[config.mk]
export PLATFORM = sky130hd
export DESIGN_NAME = alu_op_sequencer
export DESIGN_NICKNAME = d
export VERILOG_FILES = /design/src/rtl/alu_seq_pkg.sv /design/src/rtl/alu_strobe_decode.sv /design/src/rtl/alu_op_sequencer.sv
export SDC_FILE = /design/constraint.sdc
export NUM_CORES = 1
export LEC_CHECK = 0
export BUFFER_PORTS_ARGS = -buffer_cell sky130_fd_sc_hd__buf_2
export CAP_MARGIN = 30
export CORE_MARGIN = 2
export CORE_UTILIZATION = 43
export CTS_CLUSTER_SIZE = 28
export DETAILED_ROUTE_END_ITERATION = 8
export PLACE_DENSITY = 0.81
export SYNTH_ARGS = -nofsm -noshare
export SYNTH_HDL_FRONTEND = slang
export SYNTH_SLANG_ARGS = --single-unit
[constraint.sdc]
create_clock -name clk -period 3.6 [get_ports clk]
set_clock_uncertainty 0.05 [all_clocks]
set_input_delay 0.72 -clock clk [delete_from_list [all_inputs] [get_ports clk]]
set_output_delay 0.72 -clock clk [all_outputs]
set_load 0.05 [all_outputs]
[src/rtl/alu_seq_pkg.sv]
// rtl/alu_seq_pkg.sv - shared opcodes, state encoding and strobe/flag indices for the ALU op sequencer
package alu_seq_pkg;

    localparam int NUM_STB = 10;

    localparam int unsigned OP_CLR  = 0;
    localparam int unsigned OP_ADD  = 1;
    localparam int unsigned OP_SUB  = 2;
    localparam int unsigned OP_MUL  = 3;
    localparam int unsigned OP_DIV  = 4;
    localparam int unsigned OP_SHR  = 5;
    localparam int unsigned OP_SHL  = 6;
    localparam int unsigned OP_AND  = 7;
    localparam int unsigned OP_OR   = 8;
    localparam int unsigned OP_NOT  = 9;
    localparam int unsigned OP_LOAD = 10;
    localparam int unsigned OP_SHRN = 11;
    localparam int unsigned OP_SHLN = 12;

    // Bit positions in the strobe vector; the trailing comment is the ALU control line.
    localparam int S_CLR = 0;   // C8
    localparam int S_ADD = 1;   // C9
    localparam int S_SUB = 2;   // C13
    localparam int S_MUL = 3;   // C15
    localparam int S_DIV = 4;   // C16
    localparam int S_SHR = 5;   // C17
    localparam int S_SHL = 6;   // C18
    localparam int S_AND = 7;   // C19
    localparam int S_OR  = 8;   // C20
    localparam int S_NOT = 9;   // C21

    localparam int FLAG_ZF = 3;
    localparam int FLAG_CF = 2;
    localparam int FLAG_OF = 1;
    localparam int FLAG_SF = 0;

    typedef enum logic [1:0] {
        ST_IDLE,
        ST_STEP,
        ST_WAIT,
        ST_RESP
    } seq_state_e;

    function automatic logic [NUM_STB-1:0] stb_bit(input int idx);
        stb_bit = {{(NUM_STB-1){1'b0}}, 1'b1} << idx;
    endfunction

endpackage

[src/rtl/alu_strobe_decode.sv]
// rtl/alu_strobe_decode.sv - maps (op, step index) to a one-hot ALU strobe and the command's strobe count
module alu_strobe_decode
    import alu_seq_pkg::*;
#(
    parameter int DATA_W = 16,
    parameter int OP_W   = 4
) (
    input  logic [OP_W-1:0]    op,
    input  logic [DATA_W-1:0]  data,
    input  logic [3:0]         step_idx,
    output logic [NUM_STB-1:0] strobe,
    output logic [4:0]         count,
    output logic               err
);

    int unsigned        op_i;
    logic [NUM_STB-1:0] stb_raw;

    always_comb begin
        op_i    = 32'(op);
        stb_raw = '0;
        count   = 5'd1;
        err     = 1'b0;
        case (op_i)
            OP_CLR: stb_raw = stb_bit(S_CLR);
            OP_ADD: stb_raw = stb_bit(S_ADD);
            OP_SUB: stb_raw = stb_bit(S_SUB);
            OP_MUL: stb_raw = stb_bit(S_MUL);
            OP_DIV: begin
                stb_raw = stb_bit(S_DIV);
                if (data == '0) begin
                    count = 5'd0;
                    err   = 1'b1;
                end
            end
            OP_SHR: stb_raw = stb_bit(S_SHR);
            OP_SHL: stb_raw = stb_bit(S_SHL);
            OP_AND: stb_raw = stb_bit(S_AND);
            OP_OR:  stb_raw = stb_bit(S_OR);
            OP_NOT: stb_raw = stb_bit(S_NOT);
            OP_LOAD: begin
                // LOAD is clear-then-add of the operand bus into the accumulator
                count   = 5'd2;
                stb_raw = (step_idx == 4'd0) ? stb_bit(S_CLR) : stb_bit(S_ADD);
            end
            OP_SHRN: begin
                count   = {1'b0, data[3:0]};
                stb_raw = stb_bit(S_SHR);
            end
            OP_SHLN: begin
                count   = {1'b0, data[3:0]};
                stb_raw = stb_bit(S_SHL);
            end
            default: begin
                count = 5'd0;
                err   = 1'b1;
            end
        endcase
        strobe = ({1'b0, step_idx} < count) ? stb_raw : '0;
    end

endmodule

[src/rtl/alu_op_sequencer.sv]
// rtl/alu_op_sequencer.sv - command front-end that expands ALU ops into registered strobe sequences
module alu_op_sequencer
    import alu_seq_pkg::*;
#(
    parameter int DATA_W     = 16,
    parameter int OP_W       = 4,
    parameter int SETTLE_CYC = 1
) (
    input  logic              clk,
    input  logic              rst_n,
    input  logic              cmd_valid,
    output logic              cmd_ready,
    input  logic [OP_W-1:0]   cmd_op,
    input  logic [DATA_W-1:0] cmd_data,
    output logic              rsp_valid,
    input  logic              rsp_ready,
    output logic [DATA_W-1:0] rsp_result,
    output logic [3:0]        rsp_flags,
    output logic              rsp_err,
    output logic              busy,
    output logic [DATA_W-1:0] BR_out,
    output logic              C8,
    output logic              C9,
    output logic              C13,
    output logic              C15,
    output logic              C16,
    output logic              C17,
    output logic              C18,
    output logic              C19,
    output logic              C20,
    output logic              C21,
    input  logic [DATA_W-1:0] ALU_out,
    input  logic [3:0]        ALUflags
);

    localparam int WCNT_W = (SETTLE_CYC < 2) ? 1 : $clog2(SETTLE_CYC + 1);

    seq_state_e         state_q;
    logic [OP_W-1:0]    op_q;
    logic [DATA_W-1:0]  br_q;
    logic [3:0]         step_q;
    logic [WCNT_W-1:0]  wcnt_q;
    logic [NUM_STB-1:0] strobe_q;
    logic               rsp_valid_q;
    logic [DATA_W-1:0]  rsp_result_q;
    logic [3:0]         rsp_flags_q;
    logic               rsp_err_q;
    logic               busy_q;
    logic               cmd_ready_q;

    logic [OP_W-1:0]    dec_op;
    logic [DATA_W-1:0]  dec_data;
    logic [NUM_STB-1:0] dec_strobe;
    logic [4:0]         dec_count;
    logic               dec_err;

    // In IDLE the decoder sizes the incoming command; afterwards it only sees the latched copy.
    assign dec_op   = (state_q == ST_IDLE) ? cmd_op   : op_q;
    assign dec_data = (state_q == ST_IDLE) ? cmd_data : br_q;

    alu_strobe_decode #(
        .DATA_W (DATA_W),
        .OP_W   (OP_W)
    ) u_decode (
        .op       (dec_op),
        .data     (dec_data),
        .step_idx (step_q),
        .strobe   (dec_strobe),
        .count    (dec_count),
        .err      (dec_err)
    );

    // Strobes lag the STEP state by one cycle, so the first WAIT cycle still carries the
    // last strobe; WAIT therefore runs SETTLE_CYC+1 cycles to give SETTLE_CYC quiet cycles.
    always_ff @(posedge clk or negedge rst_n) begin
        if (!rst_n) begin
            state_q      <= ST_IDLE;
            op_q         <= '0;
            br_q         <= '0;
            step_q       <= '0;
            wcnt_q       <= '0;
            strobe_q     <= '0;
            rsp_valid_q  <= 1'b0;
            rsp_result_q <= '0;
            rsp_flags_q  <= '0;
            rsp_err_q    <= 1'b0;
            busy_q       <= 1'b0;
            cmd_ready_q  <= 1'b1;
        end else begin
            case (state_q)
                ST_IDLE: begin
                    strobe_q <= '0;
                    if (cmd_valid && cmd_ready_q) begin
                        op_q        <= cmd_op;
                        br_q        <= cmd_data;
                        step_q      <= '0;
                        busy_q      <= 1'b1;
                        cmd_ready_q <= 1'b0;
                        if (dec_count == 5'd0) begin
                            state_q <= ST_WAIT;
                            wcnt_q  <= WCNT_W'(SETTLE_CYC);
                        end else begin
                            state_q <= ST_STEP;
                        end
                    end
                end
                ST_STEP: begin
                    strobe_q <= dec_strobe;
                    step_q   <= step_q + 4'd1;
                    if (({1'b0, step_q} + 5'd1) == dec_count) begin
                        state_q <= ST_WAIT;
                        wcnt_q  <= WCNT_W'(SETTLE_CYC);
                    end
                end
                ST_WAIT: begin
                    strobe_q <= '0;
                    if (wcnt_q == '0) begin
                        rsp_result_q <= ALU_out;
                        rsp_flags_q  <= ALUflags;
                        rsp_err_q    <= dec_err;
                        rsp_valid_q  <= 1'b1;
                        state_q      <= ST_RESP;
                    end else begin
                        wcnt_q <= wcnt_q - 1'b1;
                    end
                end
                ST_RESP: begin
                    strobe_q <= '0;
                    if (rsp_ready) begin
                        rsp_valid_q <= 1'b0;
                        busy_q      <= 1'b0;
                        cmd_ready_q <= 1'b1;
                        state_q     <= ST_IDLE;
                    end
                end
                default: begin
                    strobe_q <= '0;
                    state_q  <= ST_IDLE;
                end
            endcase
        end
    end

    assign cmd_ready  = cmd_ready_q;
    assign rsp_valid  = rsp_valid_q;
    assign rsp_result = rsp_result_q;
    assign rsp_flags  = rsp_flags_q;
    assign rsp_err    = rsp_err_q;
    assign busy       = busy_q;
    assign BR_out     = br_q;

    assign C8  = strobe_q[S_CLR];
    assign C9  = strobe_q[S_ADD];
    assign C13 = strobe_q[S_SUB];
    assign C15 = strobe_q[S_MUL];
    assign C16 = strobe_q[S_DIV];
    assign C17 = strobe_q[S_SHR];
    assign C18 = strobe_q[S_SHL];
    assign C19 = strobe_q[S_AND];
    assign C20 = strobe_q[S_OR];
    assign C21 = strobe_q[S_NOT];

endmodule
* Yosys cells after proc, flatten, opt, wreduce, memory -nomap -nowiden
Index checks and enable logic that the tools add are counted.
** Word-level totals
- Register bits after elaboration :: 61
- Bits of input ports :: 44
- Output and inout bits :: 50
- Word-level logic and storage cells :: 92
** Operators by class
- Add/subtract/negate cells :: 3
- Magnitude comparators :: 1
- Eq/ne operators :: 21
- Multiplexer cells :: 31
- Bitwise operators :: 1
- Reductions and logical operators :: 23
** Operator list (number)
- $pmux 10 s11 :: 1
- $eq 4x4->1 const B :: 5
- $pmux 10 s2 :: 1
- $pmux 5 s4 :: 1
- $eq 4x3->1 const B :: 4
- $logic_not 16->1 :: 1
- $mux 16 :: 1
- $mux 2 :: 6
- $reduce_or 12->1 :: 1
- $mux 1 :: 11
- $mux 10 :: 1
- $reduce_or 9->1 :: 1
- $eq 4x2->1 const B :: 2
- $logic_not 4->1 :: 2
- $mux 4 :: 2
- $pmux 1 s2 :: 4
- $pmux 2 s4 :: 1
- $pmux 4 s2 :: 1
- $reduce_and 4->1 :: 2
- $ne 2x2->1 const B :: 3
- $reduce_and 2->1 :: 3
- $reduce_and 3->1 :: 2
- $reduce_bool 2->1 :: 3
- $reduce_or 2->1 :: 3
- other kinds (16) :: 18

* Longest topological paths before layout
- Word-level depth :: 9
- Gate-level depth with buffers :: 15

* Hierarchy
From an unflattened synthesis, not the netlist that was laid out.
** Second synthesis, totals
- Cell total of the unflattened synthesis :: 274
- Area, all modules :: 3220.6 µm²
** By module, submodules not included
- alu_op_sequencer :: instances 1, cells an instance 206, area an instance 2762.6 µm², seq. area each 1527.7 µm²
- alu_strobe_decode :: instances 1, cells an instance 68, area an instance 457.9 µm², seq. area each 0.0 µm²

* Least setup slack after synthesis
No wires, ideal clock.
- Kind :: register to register
- Start point :: register state_q[0]
- End point :: register state_q[0]
- Library setup time :: 128 ps
- Arrival :: 3040 ps
- Data required time :: 3422 ps
- Slack :: 383 ps
- Stages on the path, launching flop included :: 14
- Clock period less this slack :: 3217 ps
- Cell sequence :: dfrtp_1 inv_1 ha_1 buf_6 mux2i_2 nand3_2 a211oi_2 a21oi_1 ha_1 nor3b_1 mux2i_1 a211oi_2 o221ai_2 mux2_1
** On the way
- Longest elaborated chain between the ends :: 9
** RTL lines
- start: declaration :: RTL line alu_op_sequencer.sv:38 : seq_state_e state_q;
- start signal: assignment :: RTL line alu_op_sequencer.sv:77 : state_q <= ST_IDLE;
- start signal: assignment :: RTL line alu_op_sequencer.sv:100 : state_q <= ST_WAIT;
- start signal: assignment :: RTL line alu_op_sequencer.sv:103 : state_q <= ST_STEP;
- $logic_not 2->1 :: RTL line alu_op_sequencer.sv:58, alu_op_sequencer.sv:59, alu_op_sequencer.sv:90
- $mux 4 or $mux 16 (tied branches) :: RTL line alu_op_sequencer.sv:58, alu_op_sequencer.sv:59
- $eq 4x1->1 (tied with other cells) :: RTL line alu_strobe_decode.sv:24 : case (op_i)
- $reduce_or 9->1 (no source line) (tied with other cells)
- $pmux 5 s4 :: RTL line alu_strobe_decode.sv:24
- $logic_not 5->1 :: RTL line alu_op_sequencer.sv:99 : if (dec_count == 5'd0) begin
- $mux 2 :: RTL line alu_op_sequencer.sv:99
- $mux 2 :: RTL line alu_op_sequencer.sv:93 : if (cmd_valid && cmd_ready_q) begin
- $pmux 2 s4 :: RTL line alu_op_sequencer.sv:90 : case (state_q)
Several ways; a longest one is shown, not always the timed one. The select of a mux whose other input is x is not followed.
A chain may end at the register's enable or synchronous reset.

* Worst setup path in the final report
Same ends and word-level chain as after synthesis.

==> tab_implementation.tex <==
\begin{tabular}{lr}
\hline
Metric & Value \\
\hline
\multicolumn{2}{l}{\textbf{Global routing}} \\
\quad Via count of the first global-routing pass & approximately 2400 \\
\quad Pin count of the biggest net entering global routing & 32 \\
\quad Global-route usage over all layers & 0.188 \\
\quad Wire length of the first global-routing pass & approximately 11000 um \\
\quad GRT Residual Overflow & 0 \\
\quad Number of antenna violations at the first check in global routing & 0 \\
\multicolumn{2}{l}{\textbf{Floorplanning}} \\
\quad Chip Height & 89.1 um \\
\quad Floorplan die area & 0.00793 mm2 \\
\quad Core region area & a little over 0.007 mm2 \\
\quad Width of the die & about 89 um \\
\quad Starting density of the core & 0.436 \\
\quad Ports placed on the boundary & 94 \\
\quad Cell Rows & 31 \\
\multicolumn{2}{l}{\textbf{STA}} \\
\quad Setup slack after layout & 0.203 ns \\
\quad Hold slack final & 0.207 ns \\
\quad Upper clock frequency limit & 294 MHz \\
\quad Period utilisation layout & 0.944 \\
\quad Worst max-slew margin expressed relative to the limit & 0.749 \\
\quad Crit path time final & about 3.4 ns \\
\quad Actual transition at the worst max-transition pin & 0.376 ns \\
\quad Final setup violation count & 0 \\
\quad Final-report hold violation count & 0 \\
\quad Count of pins over their slew limit & 0 \\
\multicolumn{2}{l}{\textbf{Clock tree}} \\
\quad Number of clock buffers inserted by TritonCTS & 9 \\
\quad Level count of the clock H-tree & 3 \\
\quad Number of clock sinks & 61 \\
\quad CTS Root Buffer Type & sky130\_fd\_sc\_hd\_\_clkbuf\_8 \\
\quad Clock input transition at the sequential cells of the worst setup and hold paths & 0.06 ns \\
\quad Clock tree from TritonCTS & done \\
\quad Source-to-sink clock delay at the later pin of the worst-skew pair & 0.33 ns \\
\quad Max Root-Sink Buffers & 2 \\
\multicolumn{2}{l}{\textbf{Logic synthesis}} \\
\quad Avg Inst Size Synth & 11.5 um2 \\
\quad Async set or reset register ratio after synthesis & 1.00 \\
\quad Post-Synthesis Cell Area & 0.00311 mm2 \\
\quad Most common flop cell mapped by yosys & sky130\_fd\_sc\_hd\_\_dfrtp\_1 \\
\quad Number of nets in the synthesized netlist & 325 \\
\quad Share of the yosys chip area belonging to registers & 0.491 \\
\quad Number of standard cells after synthesis & 271 \\
\quad Count of yosys warnings during synthesis & 0 \\
\quad Total of flip-flops plus latches after synthesis & 61 \\
\quad Post-synth cell types & 43 \\
\quad Number of enable-type register cells in the synthesized netlist & 0 \\
\multicolumn{2}{l}{\textbf{Routing}} \\
\quad DRT iter0 DRCs & 154 \\
\quad Number of nets with antenna violations after routing & 0 \\
\quad Initial DRT Pass Iterations & 4 \\
\quad Number of vias in the routed layout & 2549 \\
\quad Remaining routing DRC violations & 0 \\
\quad Sum of routed wire length over all layers & 7130 um \\
\quad Detailed-route vias per instance & around 5.3 \\
\quad Drt wl/cell & 14.8 um \\
\multicolumn{2}{l}{\textbf{Place}} \\
\quad Placed instance count & 461 \\
\quad Worst slack, placed & 0.228 ns \\
\quad Placer's final routability congestion estimate & 0.967 \\
\quad Detail Placement HPWL & 5240 um \\
\quad Port Buffers & 93 \\
\multicolumn{2}{l}{\textbf{Final layout}} \\
\quad Net count of the finished layout & around 430 \\
\quad Share of the core filled with cells & 0.557 \\
\quad Count of inserted antenna diode cells & 0 \\
\quad Top library cells by usage in the layout, fill and taps aside & sky130\_fd\_sc\_hd\_\_buf\_2 (93), sky130\_fd\_sc\_hd\_\_dfrtp\_1 (60), sky130\_fd\_sc\_hd\_\_mux2\_2 (42), sky130\_fd\_sc\_hd\_\_nand2\_1 (17), sky130\_fd\_sc\_hd\_\_nor2\_1 (16) \\
\quad Layout cells sized above 1 & 0.471 \\
\quad Commonest non-fill, non-tap cell in the layout & sky130\_fd\_sc\_hd\_\_buf\_2 \\
\quad Sequential cell area & 0.00153 mm2 \\
\quad Final cell count without fillers & 481 \\
\quad Area of the multi-input gates & 0.00151 mm2 \\
\quad Fillcell total & 639 \\
\quad Layout overhead on the synthesized area & 27.7\% \\
\multicolumn{2}{l}{\textbf{Flow run}} \\
\quad Max capacitance violation total & 0 \\
\multicolumn{2}{l}{\textbf{Setup path}} \\
\quad Worst setup SP type & register \\
\quad Highest net fanout along the worst path & 31 \\
\quad CP Data Required Time & between 3 and 4 ns \\
\quad Crit path capture type & register \\
\quad Category of the most critical setup path & register to register \\
\quad CP Data Arrival Time & about 3.6 ns \\
\multicolumn{2}{l}{\textbf{Worst hold path}} \\
\quad Type of the tightest min-delay check & input port to asynchronous set/reset pin \\
\multicolumn{2}{l}{\textbf{Outcome}} \\
\quad Outcome & complete, no violations \\
\hline
\end{tabular}
-- critical path, cell delays in order (launching register included) --
cell	delay (ns)
sky130_fd_sc_hd__dfrtp_1	0.40
sky130_fd_sc_hd__inv_1	0.08
sky130_fd_sc_hd__ha_1	0.24
sky130_fd_sc_hd__buf_12	0.18
sky130_fd_sc_hd__nor4_2	0.31
sky130_fd_sc_hd__nand4_1	0.16
sky130_fd_sc_hd__a211oi_2	0.31
sky130_fd_sc_hd__a21oi_1	0.12
sky130_fd_sc_hd__ha_1	0.30
sky130_fd_sc_hd__nor3b_1	0.19
sky130_fd_sc_hd__mux2i_1	0.12
sky130_fd_sc_hd__a211oi_2	0.29
sky130_fd_sc_hd__o221ai_2	0.17
sky130_fd_sc_hd__mux2_1	0.33
-- what timing repair did --
item | CTS | global route
endpoints found under the setup margin | 0 | 9
resized for setup | 0 | 3
setup buffers | 0 | 2
hold buffers | 0 | 0
-- logic make-up after synthesis --
group / count (synthesis) / synth area share
muxes: 57 / 0.207
AOI/OAI and AO/OA: 45 / 0.0945
DFF: 61 / 0.491
xor gates and xnor gates: 3 / 0.00845
and+or+nand+nor: 76 / 0.130
adders and majority gates: 10 / 0.0402
buffers and inverters: 19 / 0.0289
-- stage by stage --
step | TNS (ns) | cell area [um2]
after detailed placement | 0 | 3720
after global placement | 0 | 3720
after CTS | 0 | 3910
final | 0 | 3970
after global routing | -0.0230 | 3970
after floorplan | 0 | 3110
-- final timing paths --
| path | from | end | slack, ns | depth (start not counted) |
|---|---|---|---|---|
| setup / recovery | state_q[0] | state_q[0] | 0.20 | 13 |
| min in group clk | rsp_result[6] | rsp_result[6] | 0.45 | 1 |
| hold reg to reg | rsp_result[6] | rsp_result[6] | 0.45 | 1 |
| max in group asynchronous | rst_n | cmd_ready | 2.59 | 2 |
| hold / removal | rst_n | rsp_result[13] | 0.21 | 1 |
| setup reg to reg | state_q[0] | state_q[0] | 0.20 | 13 |
-- area by class of cell --
class	count	area share
repair buffers	105	0.147
multi-input cells	191	0.380
flip-flops and latches	61	0.385
inverters	9	0.00850
well taps	99	0.0312
clock inverters	4	0.0120
clock buffers	12	0.0365
-- layer usage --
metal | part of all wire | GRT usage | vias to the layer above
met4 | 0.014 | 0.0773 | 0
li1 | - | - | 1202
met5 | 0 | 0 | -
met3 | 0.065 | 0.0443 | 12
met2 | 0.49 | 0.305 | 93
met1 | 0.43 | 0.243 | 1242
-- cells in the mapped netlist (all sizes together), types with 2 or more instances --
cell type	instances	area [um2]
clkbuf	8	30.0
xnor2	2	17.5
mux2i	11	121
ha	10	125
nor2b	3	18.8
nor4	5	31.3
a21oi	11	55.1
o211ai	2	15.0
nor3	15	91.3
o221ai	2	23.8
o21ai	20	108
dfrtp	60	1500
nor2	17	63.8
buf	2	26.3
nor3b	2	15.0
nand4	5	31.3
and3	2	12.5
a211oi	6	60.1
nand3	6	35.0
mux2	46	522
inv	9	33.8
nand2	17	63.8
-- registers in the layout, summed over array words and instances, names as in the netlist --
| signal | flops |
|---|---|
| busy | 1 |
| state_q | 2 |
| strobe_q | 10 |
| rsp_err | 1 |
| rsp_result | 16 |
| rsp_flags | 4 |
| wcnt_q | 1 |
| BR_out | 16 |
| step_q | 4 |
| op_q | 4 |
| cmd_ready | 1 |
| rsp_valid | 1 |
Power is not shown: default switching activity piles up to over one toggle a cycle in this logic, so the estimate is an artifact.
